--- config.mk ---
export PLATFORM = sky130hd
export DESIGN_NAME = cache_mem_responder
export DESIGN_NICKNAME = d
export VERILOG_FILES = /design/src/rtl/cache_mem_responder.sv
export SDC_FILE = /design/constraint.sdc
export NUM_CORES = 1
export LEC_CHECK = 0
export CAP_MARGIN = 20
export CORE_UTILIZATION = 41
export DETAILED_ROUTE_END_ITERATION = 16
export GPL_TIMING_DRIVEN = 0
export PLACE_DENSITY = 0.9
export RECOVER_POWER = 25
export SKIP_CTS_REPAIR_TIMING = 1
export SLEW_MARGIN = 10
export SYNTH_ARGS = -nofsm -noshare
export SYNTH_HDL_FRONTEND = slang
export SYNTH_SLANG_ARGS = --single-unit
--- constraint.sdc ---
create_clock -name clk -period 6.91 [get_ports clk]
set_input_delay 1.7275 -clock clk [delete_from_list [all_inputs] [get_ports clk]]
set_output_delay 1.7275 -clock clk [all_outputs]
set_load 0.1 [all_outputs]
--- src/rtl/cache_mem_responder.sv ---
// -----------------------------------------------------------------------------
// cache_mem_responder
//
// Memory-side responder for the cache refill / write-back interface. It accepts
// single-word and 16-byte line read/write requests from one cache and serves
// them from a single-port synchronous word SRAM (1-cycle read latency). Read
// data returns as a ret_valid / ret_last beat stream. If a write and a read are
// accepted in the same cycle, the write always runs first.
//
// Optional feature: define MEMRESP_PERF_EN to add perf_rd_cnt / perf_wr_cnt,
// which count accepted read / write requests (wrapping, cleared by reset).
//
// Ports:
//   clk, reset                  clock, synchronous active-high reset
//   rd_req/rd_type/rd_addr      read request (rd_type[2]=1: 4-word line)
//   rd_rdy                      read request can be accepted
//   ret_valid/ret_last/ret_data returned read beats
//   wr_req/wr_type/wr_addr      write request (wr_type[2]=1: 4-word line)
//   wr_wstrb/wr_data            byte strobes (single word only), 128-bit data
//   wr_rdy                      write request can be accepted
//   mem_en/mem_we/mem_addr      SRAM enable, byte write enables (0 = read),
//   mem_wdata/mem_rdata         word address, write data, read data
//   perf_rd_cnt/perf_wr_cnt     accepted request counters (MEMRESP_PERF_EN)
// -----------------------------------------------------------------------------
module cache_mem_responder #(
    parameter int MEM_AW = 14
) (
    input  logic              clk,
    input  logic              reset,
    input  logic              rd_req,
    input  logic [2:0]        rd_type,
    input  logic [31:0]       rd_addr,
    output logic              rd_rdy,
    output logic              ret_valid,
    output logic              ret_last,
    output logic [31:0]       ret_data,
    input  logic              wr_req,
    input  logic [2:0]        wr_type,
    input  logic [31:0]       wr_addr,
    input  logic [3:0]        wr_wstrb,
    input  logic [127:0]      wr_data,
    output logic              wr_rdy,
    output logic              mem_en,
    output logic [3:0]        mem_we,
    output logic [MEM_AW-1:0] mem_addr,
    output logic [31:0]       mem_wdata,
    input  logic [31:0]       mem_rdata
`ifdef MEMRESP_PERF_EN
    ,
    output logic [31:0]       perf_rd_cnt,
    output logic [31:0]       perf_wr_cnt
`endif
);

    typedef enum logic [1:0] {S_IDLE, S_WR, S_RD, S_RD_DRAIN} state_t;

    state_t              state_q, state_d;
    logic                rd_pend_q, rd_pend_d;
    logic [1:0]          cnt_q, cnt_d;        // issue index within a burst
    logic [1:0]          beat_q, beat_d;      // returned-beat index
    logic                ret_valid_q, ret_valid_d;

    logic                wr_line_q, wr_line_d;
    logic [MEM_AW-1:0]   wr_waddr_q, wr_waddr_d;
    logic [1:0]          wr_sel_q, wr_sel_d;
    logic [3:0]          wr_strb_q, wr_strb_d;
    logic [127:0]        wr_data_q, wr_data_d;
    logic                rd_line_q, rd_line_d;
    logic [MEM_AW-1:0]   rd_waddr_q, rd_waddr_d;

    logic                rd_acc, wr_acc, rd_issue;

    // Ready depends only on state and reset, never on the requests themselves:
    // the cache gates wr_req with wr_rdy, so a request path would form a loop.
    assign rd_rdy = (state_q == S_IDLE) && !reset;
    assign wr_rdy = (state_q == S_IDLE) && !reset;
    assign rd_acc = rd_req && rd_rdy;
    assign wr_acc = wr_req && wr_rdy;

    assign ret_valid = ret_valid_q && !reset;
    assign ret_data  = mem_rdata;
    assign ret_last  = ret_valid && (beat_q == (rd_line_q ? 2'd3 : 2'd0));

    // Address bits outside the SRAM word range and the low type bits are unused.
    logic unused_bits;
    assign unused_bits = ^{rd_type[1:0], rd_addr[31:MEM_AW+2], rd_addr[1:0],
                           wr_type[1:0], wr_addr[31:MEM_AW+2], wr_addr[1:0]};

    // NOTE: every signal driven here gets a default first, so no path through
    // the case statement can leave a value unassigned and infer a latch.
    always_comb begin
        state_d     = state_q;
        rd_pend_d   = rd_pend_q;
        cnt_d       = cnt_q;
        beat_d      = beat_q;
        wr_line_d   = wr_line_q;
        wr_waddr_d  = wr_waddr_q;
        wr_sel_d    = wr_sel_q;
        wr_strb_d   = wr_strb_q;
        wr_data_d   = wr_data_q;
        rd_line_d   = rd_line_q;
        rd_waddr_d  = rd_waddr_q;
        rd_issue    = 1'b0;
        mem_en      = 1'b0;
        mem_we      = 4'h0;
        mem_addr    = '0;
        mem_wdata   = '0;

        if (ret_valid) begin
            beat_d = beat_q + 2'd1;
        end

        case (state_q)
            S_IDLE: begin
                if (wr_acc) begin
                    wr_line_d  = wr_type[2];
                    wr_waddr_d = wr_addr[MEM_AW+1:2];
                    wr_sel_d   = wr_addr[3:2];
                    wr_strb_d  = wr_wstrb;
                    wr_data_d  = wr_data;
                end
                if (rd_acc) begin
                    rd_line_d  = rd_type[2];
                    rd_waddr_d = rd_addr[MEM_AW+1:2];
                    rd_pend_d  = 1'b1;
                end
                if (rd_acc || wr_acc) begin
                    cnt_d  = 2'd0;
                    beat_d = 2'd0;
                end
                if (wr_acc) begin
                    state_d = S_WR;
                end else if (rd_acc) begin
                    state_d = S_RD;
                end
            end
            S_WR: begin
                mem_en = 1'b1;
                if (wr_line_q) begin
                    mem_addr  = {wr_waddr_q[MEM_AW-1:2], cnt_q};
                    mem_we    = 4'hf;
                    mem_wdata = wr_data_q[{cnt_q, 5'd0} +: 32];
                end else begin
                    mem_addr  = wr_waddr_q;
                    mem_we    = wr_strb_q;
                    mem_wdata = wr_data_q[{wr_sel_q, 5'd0} +: 32];
                end
                if (!wr_line_q || cnt_q == 2'd3) begin
                    cnt_d   = 2'd0;
                    state_d = rd_pend_q ? S_RD : S_IDLE;
                end else begin
                    cnt_d = cnt_q + 2'd1;
                end
            end
            S_RD: begin
                mem_en   = 1'b1;
                rd_issue = 1'b1;
                mem_addr = rd_line_q ? {rd_waddr_q[MEM_AW-1:2], cnt_q} : rd_waddr_q;
                if (!rd_line_q || cnt_q == 2'd3) begin
                    cnt_d     = 2'd0;
                    rd_pend_d = 1'b0;
                    state_d   = S_RD_DRAIN;
                end else begin
                    cnt_d = cnt_q + 2'd1;
                end
            end
            S_RD_DRAIN: begin
                if (ret_last) begin
                    state_d = S_IDLE;
                end
            end
            default: state_d = S_IDLE;
        endcase

        // A burst in flight is cut off immediately when reset is raised.
        if (reset) begin
            mem_en   = 1'b0;
            mem_we   = 4'h0;
            rd_issue = 1'b0;
        end

        // Tracks read issue explicitly: a zero-strobe write also has mem_we==0.
        ret_valid_d = rd_issue;
    end

    // NOTE: state is updated with non-blocking assignments so every flop samples
    // the pre-edge values of the others, independent of process ordering.
    always_ff @(posedge clk) begin
        if (reset) begin
            state_q     <= S_IDLE;
            rd_pend_q   <= 1'b0;
            cnt_q       <= 2'd0;
            beat_q      <= 2'd0;
            ret_valid_q <= 1'b0;
        end else begin
            state_q     <= state_d;
            rd_pend_q   <= rd_pend_d;
            cnt_q       <= cnt_d;
            beat_q      <= beat_d;
            ret_valid_q <= ret_valid_d;
        end
    end

    // NOTE: the request datapath registers are deliberately not reset; they are
    // always loaded on acceptance before being used, so a reset would only add
    // fan-out on the reset net.
    always_ff @(posedge clk) begin
        wr_line_q  <= wr_line_d;
        wr_waddr_q <= wr_waddr_d;
        wr_sel_q   <= wr_sel_d;
        wr_strb_q  <= wr_strb_d;
        wr_data_q  <= wr_data_d;
        rd_line_q  <= rd_line_d;
        rd_waddr_q <= rd_waddr_d;
    end

`ifdef MEMRESP_PERF_EN
    logic [31:0] perf_rd_cnt_q, perf_rd_cnt_d;
    logic [31:0] perf_wr_cnt_q, perf_wr_cnt_d;

    always_comb begin
        perf_rd_cnt_d = perf_rd_cnt_q + {31'd0, rd_acc};
        perf_wr_cnt_d = perf_wr_cnt_q + {31'd0, wr_acc};
    end

    always_ff @(posedge clk) begin
        if (reset) begin
            perf_rd_cnt_q <= 32'd0;
            perf_wr_cnt_q <= 32'd0;
        end else begin
            perf_rd_cnt_q <= perf_rd_cnt_d;
            perf_wr_cnt_q <= perf_wr_cnt_d;
        end
    end

    assign perf_rd_cnt = perf_rd_cnt_q;
    assign perf_wr_cnt = perf_wr_cnt_q;
`endif

endmodule

# == Word-level counts from Yosys, hierarchy flattened ==
# Index checks and enable logic that the tools add are counted.
# classes
n_shift,2
n_reduce_logical,20
eq_ne,11
mux,29
add_sub_neg,2
# op_table
operator,count
variable part select 128 x 8 -> 32 bit,2
two-way mux 32 bit,2
two-way mux 2 bit,15
case mux 14 bit (2 select lines),1
two-way mux 4 bit,3
inequality test 2 bit (second input constant),4
case mux 2 bit (4 select lines),1
== test 2 bit (second input constant),3
case mux 2 bit (3 select lines),1
AND reduction 2 bit,3
logical AND 1 bit,5
two-way mux 1 bit,5
adder 2 x 1 -> 2 bit (second input constant),2
AND reduction 4 bit,1
logical NOT 1 bit,3
logical OR 1 bit,3
inequality test 3 bit (second input constant),1
AND reduction 3 bit,1
nonzero test 3 bit,1
== test 2 x 1 -> 1 bit (second input constant),1
== test 2 bit,1
logical NOT 2 bit,1
inequality test 2 x 1 -> 1 bit (second input constant),1
case mux 1 bit (2 select lines),1
2 further kinds,2
# word_totals
ff_bits,172
elab_cells,76
input_bits,238

# == Logic depth before layout (Yosys ltp) ==
# logic_depth
ltp_word,6
ltp_mapped,7
mapped_depth_nobuf,6

# == Least setup slack after synthesis ==
# No wires, ideal clock.
# synth_path
kind,input-to-reg
start,input reset
end,register state_q[1]
path_stages,4
slack_ns,-0.369
arrival_time_ns,7.158
t_required_ns,6.789
cell_sequence,nor2b_1 > and2_1 > a211o_1 > mux2i_1
# synth_via
elab_chain_len,5
# synth_lines
item,line,rtl
"start, declared",29,"input logic reset,"
logical NOT 1 bit,"75, 76, 80",
logical AND 1 bit (on tied branches),"75, 76, 80",
logical AND 1 bit (on tied branches),"77, 78, 82",
inequality test 3 bit (no line) (tied with other cells),--,
AND reduction 4 bit (no line) or case mux 2 bit (4 select lines) (tied branches),--,
"end signal, assigned",196,state_q <= state_d;
"end, declared",57,"state_t state_q, state_d;"
# Parallel ways exist; a longest one is shown, timed or not.
# A chain may end at the register's enable or synchronous reset.

# == Worst setup path in the final report ==
# layout_path
start,input reset
end,output ret_last
# layout_via
elab_chain_len,3
# layout_lines
item,line,rtl
logical NOT 1 bit,80,assign ret_valid = ret_valid_q && !reset;
logical AND 1 bit,80,
logical AND 1 bit,82,assign ret_last = ret_valid && (beat_q == (rd_line_q ? 2'd3 : 2'd0));
"end, declared",35,"output logic ret_last,"
# No other way between the ends.

==> results.toml <==
[timing]
final-setup-viol-count = 0
min_period_ps = 5590
skew_ps = 9.68
min_period_over_period_pct = 80.9
finalMaxSlewViolations = 0
rsz0062_at_grt = "no"
hold_viol = 0
tns_ps = 0
clock.fmax_ghz = 0.179
slew_headroom_pct = 30.7
worst_slew_pin_slew_ps = 1040

[finish]
syn2layout_area_growth_pct = 50.4
design_area_um2 = 10400
num-fill-cells = 1176
nNetsFinal = 897
final_util_pct = 62.9
layout-drive-gt1-share_pct = 16.4

[run_status]
status = "completed"

[synthesis]
syn_nets = 624
ys_types = 33
avgSynthCellArea_um2 = 18.3
synth_cells = 380
netlist_area_um2 = 6940
yosys_warnings = 0
synth_area_leaders = "edfxtp_1 (70%), mux4_2 (9.4%), buf_4 (3.6%)"
yosysTopAreaCell = "edfxtp_1"
yosysSeqAreaShare_pct = 72.4
synth_top_area_share_pct = 70.1
ys_seq_elements = 170

[floorplan]
row_count = 47
dieArea_um2 = 17500
start_util_pct = 41.9
die_h_um = 132
core-area_um2 = 16600
chipWidth_um = 132
ios = 325

[route]
drt.antenna.violating_nets = 0
wl_um = 16100
drc_errors = 0
wl_per_cell_um = 18.1
via_per_inst = 4.84
drtIter0Drc = 167
vias = 4306
firstDrtPassIters = 4

[pwr]
ir_drop_uv = 170
total_leakage_power_uw = 0.00365
p_per_area_nw_per_um2 = 336

[cts]
clkSinkCount = 170
tritoncts = "yes"
clockBufferDepth = 2
insertion_delay_ps = 420
path_clk_slew_ps = 60
cts.htree.levels = 4
clock-root-buffer = "clkbuf_16"
cts_made_buffers = 17

[global_routing]
antenna_found_initial = 3
grt_max_degree = 74
grt_pass1_vias = 4684
track_usage_pct = 19.2
grt_overflow = 0
grt_pass1_wl_um = 24900

[setup_path]
worstPathRequired_ps = 5180
start_kind = "primary input"
crit_slowest_cell = "clkdlybuf4s50_1"
critical_path.most_common_cell = "clkdlybuf4s50_1"
worstSetupPathType = "primary input to primary output"
path_cells = "clkdlybuf4s50_1 -> nor2b_1 -> a21boi_1 -> clkdlybuf4s50_1"
max_stage_delay_ps = 1190
crit_arrival_ps = 3860
cp_max_fo = 5
end_kind = "primary output"

[placement]
port_buffers = 252
dp_hpwl_um = 11900
placed_cell_area_um2 = 9800
gp_congestion = 0.812

[flow_run]
cap_violations = 0

[min_path]
hold_class = "flop to flop"
-- Yosys cell counts (all sizes together) --
cell type	n
o21ai	3
o221a	1
inv	6
o21bai	1
nand2	4
a21boi	1
clkbuf	9
buf	40
a22oi	13
nand3	2
a211o	1
edfxtp	162
nor2	14
mux2	3
a21oi	6
xnor2	1
nand4b	1
or3	1
nand2b	6
ha	6
mux4	32
and2	36
a211oi	1
o22ai	1
dfxtp	8
nor2b	16
nand4	1
xor2	1
mux2i	3
-- layout make-up --
cell class	count	area [um^2]	share of cell area, %
inverters	6	22.5	0.216
flip-flops and latches	170	5020	48.1
diodes	3	7.51	0.0719
repair buffers	254	2580	24.7
clock inverters	15	208	1.99
multi-input cells	155	1560	14.9
clock buffers	17	425	4.08
well taps	220	275	2.64
plain buffers	49	342	3.27
-- stage by stage --
stage	setup slack, ps	hold slack [ps]	std cells	power, uW
2_1_floorplan	457	472	380	2180
4_1_cts	1320	535	886	3550
3_5_place_dp	1320	518	854	2540
3_3_place_gp	1320	495	852	2500
6_report	1320	537	889	3510
5_1_grt	1210	566	888	3630
-- cells by family (layout without fill, tap and decap cells) --
group / Yosys count / count (layout) / synth area share, %
flip-flops: 170 / 170 / 72.4
AND/OR/NAND/NOR: 81 / 81 / 6.65
multiplexers: 38 / 38 / 11.6
adder cells (fa/ha/maj): 6 / 6 / 1.08
AO/OA/AOI/OAI: 28 / 28 / 2.76
other: 0 / 3 / 0
buffers and inverters: 55 / 341 / 5.24
XOR/XNOR: 2 / 2 / 0.252
-- flip-flops by register name, indices dropped and copies added (netlist names) --
signal / flops
beat_q: 2
cnt_q: 2
rd_line_q: 1
rd_pend_q: 1
rd_waddr_q: 14
ret_valid_q: 1
state_q: 2
wr_data_q: 128
wr_line_q: 1
wr_strb_q: 4
wr_waddr_q: 14
-- where the power goes --
group          switching (uW)  leakage, uW  total, uW  internal (uW)
Combinational             803      0.00178       1180            377
Sequential               37.0      0.00157       1320           1280
Clock                     421     0.000309       1010            586
-- placed cells by master, fill, tap and decap left out, types with 2 or more instances in the layout --
cell	instances
edfxtp_1	162
clkdlybuf4s50_1	148
dlygate4sd3_1	104
and2_1	35
buf_4	33
mux4_2	29
clkbuf_16	17
nor2b_1	16
nor2_1	14
a22oi_1	13
clkbuf_1	9
dfxtp_1	8
nand2b_1	6
inv_1	6
a21oi_1	6
ha_1	6
buf_6	4
nand2_1	4
inv_8	4
diode_2	3
buf_2	3
mux4_1	3
mux2_2	3
o21ai_0	3
bufinv_16	3
inv_6	3
mux2i_1	2
nand3_1	2
clkinv_4	2
buf_16	2
-- metal layers --
layer,vias up,share of wire [%],track usage [%]
met5,-,0,0
met4,0,2.1,7.56
met3,29,7.2,5.69
met2,232,54,35.0
met1,2064,37,21.0
li1,1981,-,-
-- worst paths after layout --
| kind | to | slack (ps) | cells after the start | from |
|---|---|---|---|---|
| hold reg to reg | beat_q[1] | 540 | 2 | beat_q[1] |
| setup / recovery | ret_last | 1320 | 4 | reset |
| hold / removal | beat_q[1] | 540 | 2 | beat_q[1] |
| setup reg to reg | wr_data_q[15] | 4770 | 5 | state_q[0] |
-- worst max-delay path: cells and delay by family --
kind                   cells  cell delay, ps
AND/OR/NAND/NOR            1             170
buffers and inverters      2            1700
AO/OA/AOI/OAI              1             260
Note: power is estimated with default switching activity, not from simulation.
